<file path="src/rtl/sam_dot_acc.sv">
// Dot-product accumulator: sums a stream of signed 64-bit products into a wide
// accumulator and emits one saturated 64-bit result per vector.
module sam_dot_acc #(
  parameter int LEN   = 8,
  parameter int ACC_W = 72
) (
  input  logic        clk,
  input  logic        rst,
  input  logic        in_valid,
  output logic        in_ready,
  input  logic [63:0] product,
  input  logic        in_last,
  output logic        out_valid,
  input  logic        out_ready,
  output logic [63:0] sum,
  output logic        sat,
  output logic [8:0]  count
);

  typedef enum logic [0:0] {
    ST_ACCUM = 1'b0,
    ST_DONE  = 1'b1
  } state_t;

  state_t             state_q, state_d;
  logic [ACC_W-1:0]   acc_q, acc_d;
  logic [8:0]         cnt_q, cnt_d;
  logic [63:0]        sum_q, sum_d;
  logic               sat_q, sat_d;
  logic [8:0]         count_q, count_d;

  logic [ACC_W-1:0]   acc_sum_s;
  logic               last_beat_s;
  logic [64:0]        clip_s;

  // Clip to the signed 64-bit range; bit 64 of the result is the overflow flag.
  // The value fits when every bit from 63 upward matches the sign.
  function automatic logic [64:0] sat64(input logic [ACC_W-1:0] s);
    logic [ACC_W-64:0] top;
    top = s[ACC_W-1:63];
    if ((&top) || (~|top)) begin
      return {1'b0, s[63:0]};
    end else if (s[ACC_W-1]) begin
      return {1'b1, 64'h8000_0000_0000_0000};
    end else begin
      return {1'b1, 64'h7FFF_FFFF_FFFF_FFFF};
    end
  endfunction

  // Running sum with the incoming product and its clipped form.
  always_comb begin
    acc_sum_s   = acc_q + {{(ACC_W-64){product[63]}}, product};
    last_beat_s = (cnt_q == 9'(LEN - 1)) || in_last;
    clip_s      = sat64(acc_sum_s);
  end

  // Next-state logic: accumulate in ACCUM, hold the result in DONE.
  always_comb begin
    state_d = state_q;
    acc_d   = acc_q;
    cnt_d   = cnt_q;
    sum_d   = sum_q;
    sat_d   = sat_q;
    count_d = count_q;
    case (state_q)
      ST_ACCUM: begin
        if (in_valid) begin
          acc_d = acc_sum_s;
          cnt_d = cnt_q + 9'd1;
          if (last_beat_s) begin
            sum_d   = clip_s[63:0];
            sat_d   = clip_s[64];
            count_d = cnt_q + 9'd1;
            state_d = ST_DONE;
          end else begin
            state_d = ST_ACCUM;
          end
        end else begin
          state_d = ST_ACCUM;
        end
      end
      ST_DONE: begin
        if (out_ready) begin
          acc_d   = {ACC_W{1'b0}};
          cnt_d   = 9'd0;
          state_d = ST_ACCUM;
        end else begin
          state_d = ST_DONE;
        end
      end
      default: begin
        acc_d   = {ACC_W{1'b0}};
        cnt_d   = 9'd0;
        state_d = ST_ACCUM;
      end
    endcase
  end

  // State and datapath registers with synchronous reset.
  always_ff @(posedge clk) begin
    if (rst) begin
      state_q <= ST_ACCUM;
      acc_q   <= {ACC_W{1'b0}};
      cnt_q   <= 9'd0;
      sum_q   <= 64'd0;
      sat_q   <= 1'b0;
      count_q <= 9'd0;
    end else begin
      state_q <= state_d;
      acc_q   <= acc_d;
      cnt_q   <= cnt_d;
      sum_q   <= sum_d;
      sat_q   <= sat_d;
      count_q <= count_d;
    end
  end

  // Handshakes are decoded purely from state, so no input-to-output paths.
  assign in_ready  = (state_q == ST_ACCUM);
  assign out_valid = (state_q == ST_DONE);
  assign sum       = sum_q;
  assign sat       = sat_q;
  assign count     = count_q;

endmodule

</file>
<file path="config.mk">
export PLATFORM = sky130hd
export DESIGN_NAME = sam_dot_acc
export DESIGN_NICKNAME = d
export VERILOG_FILES = /design/src/rtl/sam_dot_acc.sv
export SDC_FILE = /design/constraint.sdc
export NUM_CORES = 1
export LEC_CHECK = 0
export ABC_CLOCK_PERIOD_IN_PS = 4000
export BUFFER_PORTS_ARGS = -buffer_cell sky130_fd_sc_hd__buf_2
export CAP_MARGIN = 15
export CELL_PAD_IN_SITES_DETAIL_PLACEMENT = 1
export CELL_PAD_IN_SITES_GLOBAL_PLACEMENT = 2
export CORE_ASPECT_RATIO = 1.1
export CORE_MARGIN = 4
export CORE_UTILIZATION = 30
export CTS_CLUSTER_SIZE = 14
export DETAILED_ROUTE_END_ITERATION = 7
export PLACE_DENSITY_LB_ADDON = 0.1
export REMOVE_ABC_BUFFERS = 1
export SYNTH_ARGS = -nofsm -noshare
export SYNTH_HDL_FRONTEND = slang
export SYNTH_SLANG_ARGS = --single-unit
</file>
<file path="constraint.sdc">
create_clock -name clk -period 4 [get_ports clk]
set_clock_uncertainty 0.05 [all_clocks]
set_input_delay 0.4 -clock clk [delete_from_list [all_inputs] [get_ports clk]]
set_output_delay 0.4 -clock clk [all_outputs]
set_load 0.02 [all_outputs]
</file>
==> results.py, run 1 <==
metrics = {
    "status": {
        "run_status": "finished clean",
    },
    "logic_synthesis": {
        "synthFlopType": "dfxtp_1",
        "synth_edf_count": 0,
        "synth_area_um2": 11500,
        "yosys_register_bits": 156,
        "async_reset_ff_share_pct": 0,
        "synthCells": 1429,
        "yosysWarnings": 0,
        "ys_types": 88,
        "ys_seq_area_share_pct": 27.0,
        "avgSynthCellArea_um2": 8.08,
    },
    "critical_path": {
        "startpoint_type": "flop",
        "endpoint": "sum[26]",
        "cp.arrival_ns": 4.10,
        "crit_path_end_kind": "flop",
        "cp_max_fo": 6,
        "rr_startpoint": "acc_q[29]",
        "cp.required_ns": 4.26,
        "worst_r2r_endpoint": "sum[26]",
        "rrSetupSlack_ns": 0.16,
        "crit_type": "flop to flop",
        "startpoint": "acc_q[29]",
        "worst-r2r-cell-count": 14,
    },
    "clocking": {
        "cts_max_path_buffers": 2,
        "clk_latency_ns": 0.46,
        "clk_pin_slew_ns": 0.07,
        "cts_max_level": 4,
        "hold_buffers": 0,
        "cts_buffers": 17,
        "cts_root_buffer": "clkbuf_16",
        "cts_tree": "done",
        "cts.sinks": 156,
    },
    "timing": {
        "min_period_ns": 3.84,
        "max_slew_margin_pct": 44.8,
        "final-hold-violation-count": 0,
        "max_freq_mhz": 261,
        "worst_pin_slew_ns": 0.828,
        "setup_viol": 0,
        "period_share_pct": 95.9,
        "slew_viol_final": 0,
        "fin_ws_ns": 0.165,
    },
    "route": {
        "drc": 0,
        "wirelength_um": 41700,
        "vias": 11400,
        "postRouteAntennaNets": 0,
        "first_pass_iters": 4,
        "viasPerCell": 5.30,
        "drtIter0Drc": 394,
        "wl_per_cell_um": 19.4,
    },
    "power": {
        "p_leak_nw": 6.13,
        "pwr-share-seq_pct": 29.5,
        "p_int_w": 0.00392,
        "switching_share_pct": 38.8,
        "power.switching_w": 0.00248,
        "p_clk_share_pct": 27.2,
        "power_frac_comb_pct": 43.3,
        "power_w": 0.00640,
        "power_density_nw_per_um2": 448,
        "peakVddDrop_uv": 334,
    },
    "floorplan": {
        "die_area_um2": 41700,
        "num_rows": 75,
        "die_h_um": 214,
        "core_area_um2": 38100,
        "initial_core_util_pct": 30.3,
        "ioPinCount": 145,
        "chipWidth_um": 195,
    },
    "finish": {
        "final_net_count": 1774,
        "diodes": 0,
        "area_growth_pct": 23.6,
        "drive_above_1_share_pct": 26.4,
    },
    "global_routing": {
        "grtUsageTotal_pct": 19.9,
        "grt_pass1_vias": 12100,
        "grt_first_pass_wirelength_um": 67100,
        "grt_max_degree": 100,
        "grt_overflow_total": 0,
        "antenna_found_initial": 0,
    },
    "place": {
        "port_buffers": 144,
        "gp_routability_congestion": 0.839,
        "dp_hpwl_um": 32100,
        "pre_cts_slack_ns": -0.323,
    },
    "flow_run": {
        "cap_violations": 0,
    },
    "min_path": {
        "holdCritPathClass": "primary input to flop",
    },
}
==> layout make-up <==
type	instances	area, um2
flip-flops and latches	156	3120
multi-input cells	1168	7940
inverters	7	26.3
clock inverters	9	135
well taps	500	626
clock buffers	23	468
fillers	4636	23800
repair buffers	282	1960
==> worst max-delay path, stage by stage (launching register included) <==
cell	delay [ns]
dfxtp_1	0.32
ha_1	0.35
a21oi_1	0.27
o21a_1	0.20
o221a_2	0.21
o211ai_1	0.09
a211o_1	0.41
or3_4	0.43
o311ai_4	0.24
buf_4	0.16
nand4_2	0.13
o31ai_4	0.32
buf_6	0.23
clkbuf_16	0.18
o32ai_2	0.08
==> registers in the layout, summed over array words and instances (netlist names) <==
name	count
acc_q	72
sum	64
cnt_q	9
count	9
out_valid	1
sat	1
==> metal layers <==
layer / global-route usage [%] / wire, um / vias up / part of all wire, %
met5: 0 / 0 / - / 0
met4: 5.59 / 783 / 0 / 1.9
met3: 2.77 / 820 / 45 / 2.0
met2: 36.2 / 20900 / 139 / 50
met1: 24.9 / 19200 / 5484 / 46
li1: - / - / 5690 / -
==> power by group through the flow <==
stage	Sequential, W	Combinational [W]	Clock (W)
after floorplan	0.00205	0.00158	0
after global placement	0.00192	0.00270	0
after detailed placement	0.00192	0.00274	0
after CTS	0.00189	0.00275	0.00182
after global routing	0.00192	0.00308	0.00187
final	0.00189	0.00277	0.00174
==> layout by cell type, fill, tap and decap left out, types with 6 or more instances in the layout <==
master / count
a211o_1: 9
a211oi_1: 13
a21o_1: 34
a21oi_1: 91
a21oi_2: 6
a22oi_1: 69
a31oi_1: 12
and2_1: 7
buf_12: 11
buf_2: 143
buf_4: 122
clkbuf_16: 20
dfxtp_1: 156
ha_1: 69
inv_1: 7
nand2_1: 155
nand3_1: 20
nand4_1: 35
nor2_1: 273
nor3_1: 21
o211ai_1: 11
o21a_1: 8
o21ai_0: 49
o21bai_1: 7
o31ai_1: 9
o32ai_2: 58
or2_2: 9
or3_1: 9
xnor2_1: 34
xor2_1: 32
==> logic make-up after synthesis <==
group / share of synthesized area, %
AO/OA/AOI/OAI: 31.7
adder cells (fa/ha/maj): 7.97
flip-flops: 27.0
multiplexers: 0.173
buffers and inverters: 6.06
XOR/XNOR: 5.08
AND/OR/NAND/NOR: 22.0
==> cells in the mapped netlist (5+ instances only) <==
library cell | count | share of area (%)
o21bai_1 | 7 | 0.45
and2_1 | 7 | 0.38
or2_2 | 9 | 0.49
o32ai_1 | 5 | 0.38
o21a_1 | 9 | 0.58
or3_1 | 9 | 0.49
a21oi_1 | 98 | 4.2
buf_6 | 14 | 1.4
nand2b_1 | 5 | 0.27
nor3_1 | 22 | 0.95
nor2_1 | 273 | 8.9
a31oi_1 | 12 | 0.65
nand4_1 | 35 | 1.9
o31ai_1 | 9 | 0.58
xor2_1 | 33 | 2.5
xnor2_1 | 34 | 2.6
a21o_1 | 34 | 2.2
o32ai_2 | 58 | 8.2
nand2_1 | 156 | 5.1
nand3_1 | 21 | 0.91
clkbuf_8 | 19 | 2.3
a22oi_1 | 70 | 4.5
a21o_2 | 5 | 0.38
ha_1 | 72 | 7.8
a211o_1 | 9 | 0.68
o21ai_0 | 52 | 2.3
a2111oi_0 | 6 | 0.45
a211oi_1 | 14 | 0.91
nor4_1 | 8 | 0.43
o211ai_1 | 11 | 0.71
clkbuf_1 | 58 | 1.9
inv_1 | 7 | 0.23
dfxtp_1 | 156 | 27
==> worst min path at each step <==
stage / startpoint / end / cells after the start
after floorplan: acc_q[63] / acc_q[63] / 2
after global placement: count[7] / count[7] / 2
after detailed placement: count[7] / count[7] / 2
after CTS: out_ready / out_valid / 3
after global routing: out_ready / out_valid / 3
final: out_ready / out_valid / 3
==> per-stage QoR <==
step	hold slack (ns)	cell area [um2]	util (%)	setup TNS [ns]	cells
2_1_floorplan	0.380	10900	-	-387.85	1331
3_3_place_gp	0.395	13400	35.2	-13.46	2108
3_5_place_dp	0.402	13400	35.2	-16.54	2108
4_1_cts	0.181	14000	36.8	0	2140
5_1_grt	0.200	14300	37.5	-0.447	2145
6_report	0.216	14300	37.5	0	2145
==> timing repair <==
action	CTS	global route
buffers inserted	0	1
pin swaps	1	10
gates cloned	0	4
endpoints found under the setup margin	64	64
gates resized for setup	3	32
Note: power is estimated with default switching activity, not from simulation.
==> inputs of run 2 (changes only) <==
- ABC_AREA: not set -> 1
- CORE_UTILIZATION: 30 -> 28
==> run 2 against run 1 <==
Against the previous run:
- clock power hardly changed
- power is 15% lower
- routed wire length is 1.8% higher
- non-clock buffer count is 121 lower
- final cell count is 14% higher
- cell area is 9.0% lower
- combinational power is 31% lower
- via count is 2.4% higher
- worst hold slack worse by 0.043 ns
- register-to-register slack better by 0.25 ns
- count of clock-buffer cells in the layout is 4 lower
- sequential power is 5% lower
- largest power group unchanged
==> results.py, run 2 <==
metrics = {
    "timing": {
        "final.setup.tns_ns": 0,
        "period_share_pct": 89.7,
        "hold_ws_ns": 0.174,
        "worst_pin_slew_ns": 1.01,
        "max_slew_margin_pct": 32.5,
        "rsz0062_at_grt": "no",
        "final-hold-violation-count": 0,
        "setup_viol": 0,
        "fin_ws_ns": 0.411,
        "slew_viol_final": 0,
        "min_period_ns": 3.59,
        "max_freq_mhz": 279,
    },
    "global_routing": {
        "use_met3_pct": 2.62,
        "grt_max_degree": 82,
        "grtUsageTotal_pct": 19.7,
        "grt_most_used_layer": "met2",
        "grt_overflow_total": 0,
        "use_met1_pct": 26.9,
        "grt_pass1_vias": 12000,
        "grt_first_pass_wirelength_um": 66900,
        "gr-usage-met2_pct": 32.6,
        "antenna_found_initial": 0,
    },
    "critical_path": {
        "startpoint_type": "flop",
        "max_stage_delay_ns": 0.47,
        "worst-r2r-cell-count": 19,
        "endpoint": "sum[13]",
        "rrSetupSlack_ns": 0.41,
        "crit_path_end_kind": "flop",
        "rr_startpoint": "acc_q[0]",
        "worst_r2r_endpoint": "sum[13]",
        "cpMostUsedCell": "nand2_1",
        "cp.required_ns": 4.30,
        "critPathBufInv": 1,
        "path_delay_family": "simple AND/OR/NAND/NOR gates",
        "worstPathCellList": "ha_1 -> fa_1 -> nand3_1 -> nand3_2 -> nand2_1 -> nand2_1 -> nand2_1 -> nand3_2 -> nand2_1 -> nand2_2 -> nand2_1 -> nand3_1 -> nand2_1 -> nand2_1 -> nor2_1 -> nand2_1 -> a21oi_4 -> buf_12 -> a21oi_1",
        "cp.arrival_ns": 3.89,
        "cp_max_fo": 32,
        "crit_type": "flop to flop",
        "path_depth": 19,
        "slowest_stage": "fa_1",
        "startpoint": "acc_q[0]",
    },
    "clocking": {
        "post_cts_buffers": 0,
        "clk_pin_slew_ns": 0.07,
        "cts_root_buffer": "clkbuf_16",
        "clk_latency_ns": 0.47,
        "cts_tree": "done",
        "hold_buffers": 0,
        "cts_resized": 0,
        "cts_buffers": 17,
        "cts_max_path_buffers": 2,
        "cts.sinks": 156,
        "cts_max_level": 4,
    },
    "finish": {
        "design_area_um2": 13000,
        "area_growth_pct": 16.5,
        "final_common_cell": "nand2_1",
        "regMostFlops": "acc_q",
        "drive_above_1_share_pct": 12.0,
        "mostFrequentLayoutCells": "nand2_1, a21oi_1, inv_1",
        "diodes": 0,
        "largest_register_ffs": 72,
        "utilization_pct": 33.1,
        "final_net_count": 2064,
    },
    "route": {
        "first_pass_iters": 5,
        "vias": 11600,
        "postRouteAntennaNets": 0,
        "wirelength_um": 42400,
        "drtIter0Drc": 513,
        "viasPerCell": 4.76,
        "drc": 0,
        "wl_per_cell_um": 17.4,
    },
    "logic_synthesis": {
        "synthCells": 1795,
        "ys_top_cells_by_count": "nand2_1, a21oi_1, inv_1, dfxtp_1, nor2_1",
        "async_reset_ff_share_pct": 0,
        "synth.top_cell.area_share_pct": 28.0,
        "yosys_register_bits": 156,
        "synthAdderAreaFrac_pct": 8.26,
        "avgSynthCellArea_um2": 6.21,
        "synth_top_family_by_area": "simple AND/OR/NAND/NOR gates",
        "synth.most_common_cell": "nand2_1",
        "ys_types": 36,
        "synthTopCellsByArea": "dfxtp_1, nand2_1, a21oi_1",
        "yosysWarnings": 0,
        "synthXorXnorAreaFrac_pct": 4.79,
        "ys_seq_area_share_pct": 28.0,
        "synthSimpleGateAreaFrac_pct": 31.1,
        "synthFlopType": "dfxtp_1",
        "synth_area_um2": 11100,
        "synth_area_leader_cell": "dfxtp_1",
        "muxShareOfSynthArea_pct": 0,
        "synth_edf_count": 0,
        "synth_compound_area_share_pct": 18.9,
    },
    "floorplan": {
        "die_h_um": 217,
        "num_rows": 76,
        "initial_core_util_pct": 28.4,
        "core_area_um2": 39300,
        "ioPinCount": 145,
        "die_area_um2": 43100,
        "chipWidth_um": 198,
    },
    "power": {
        "power_density_nw_per_um2": 416,
        "peakVddDrop_uv": 345,
        "p_leak_nw": 6.22,
    },
    "place": {
        "pre_cts_slack_ns": 0.214,
        "placed_area_um2": 12400,
        "gp_routability_congestion": 0.848,
        "port_buffers": 144,
        "dp_hpwl_um": 33700,
    },
    "flow_run": {
        "cap_violations": 0,
    },
    "status": {
        "run_status": "finished clean",
    },
    "min_path": {
        "holdCritPathClass": "primary input to flop",
    },
}
[run 2: cell types whose count changed in the layout (fill, tap and decap cells not counted), sizes merged, moves of 33 or more]
cell   change
a21o      -33
a21oi    +145
a22oi     -70
buf      -117
inv      +181
nand2    +469
nor2     -113
o21ai     +54
o32ai     -63
[run 2: area by class of cell]
class | count | area (um2)
clock buffer | 19 | 433
clock inverter | 13 | 169
fill | 5164 | 26300
inverter | 190 | 714
multi-input combinational | 1396 | 7030
sequential | 156 | 3120
tap | 507 | 634
timing repair buffer | 161 | 886
[run 2: cells by family after synthesis]
family | after synthesis
AO/OA/AOI/OAI | 393
XOR/XNOR | 61
adder cells (fa/ha/maj) | 73
buffers and inverters | 243
flip-flops | 156
AND/OR/NAND/NOR | 869
[run 2: metrics by stage]
| step | total power [W] | std cells |
|---|---|---|
| floorplan | 0.00309 | 1742 |
| detailed placement | 0.00375 | 2410 |
| CTS | 0.00550 | 2442 |
| finish | 0.00541 | 2442 |
| global placement | 0.00374 | 2410 |
| global route | 0.00580 | 2442 |
[run 2: power breakdown]
| part | internal (W) | total (W) | switching [W] |
|---|---|---|---|
| sequential | 0.00171 | 0.00179 | 0.0000818 |
| clock | 0.000983 | 0.00171 | 0.000730 |
| combinational | 0.000607 | 0.00191 | 0.00130 |
[run 2: how the worst min path moves through the flow]
stage / to / from / depth (start not counted) / slack [ns]
finish: out_valid / out_ready / 4 / 0.17
floorplan: acc_q[0] / acc_q[0] / 2 / 0.39
CTS: out_valid / out_ready / 4 / 0.15
detailed placement: acc_q[48] / acc_q[48] / 2 / 0.41
global route: out_valid / out_ready / 4 / 0.20
global placement: acc_q[0] / acc_q[0] / 2 / 0.40
[run 2: per-layer routing]
| metal | vias up | wire length (um) |
|---|---|---|
| met4 | 0 | 721 |
| met5 | - | 0 |
| li1 | 6027 | - |
| met1 | 5460 | 21000 |
| met2 | 121 | 19700 |
| met3 | 26 | 1030 |
[run 2: worst register-to-register path: stages (launching register included)]
cell and delay (ns):
dfxtp_1 0.31, ha_1 0.23, fa_1 0.47, nand3_1 0.12, nand3_2 0.16, nand2_1 0.10, nand2_1 0.11, nand2_1 0.13
nand3_2 0.16, nand2_1 0.11, nand2_2 0.13, nand2_1 0.14, nand3_1 0.09, nand2_1 0.08, nand2_1 0.06, nor2_1 0.25
nand2_1 0.15, a21oi_4 0.23, buf_12 0.24, a21oi_1 0.13
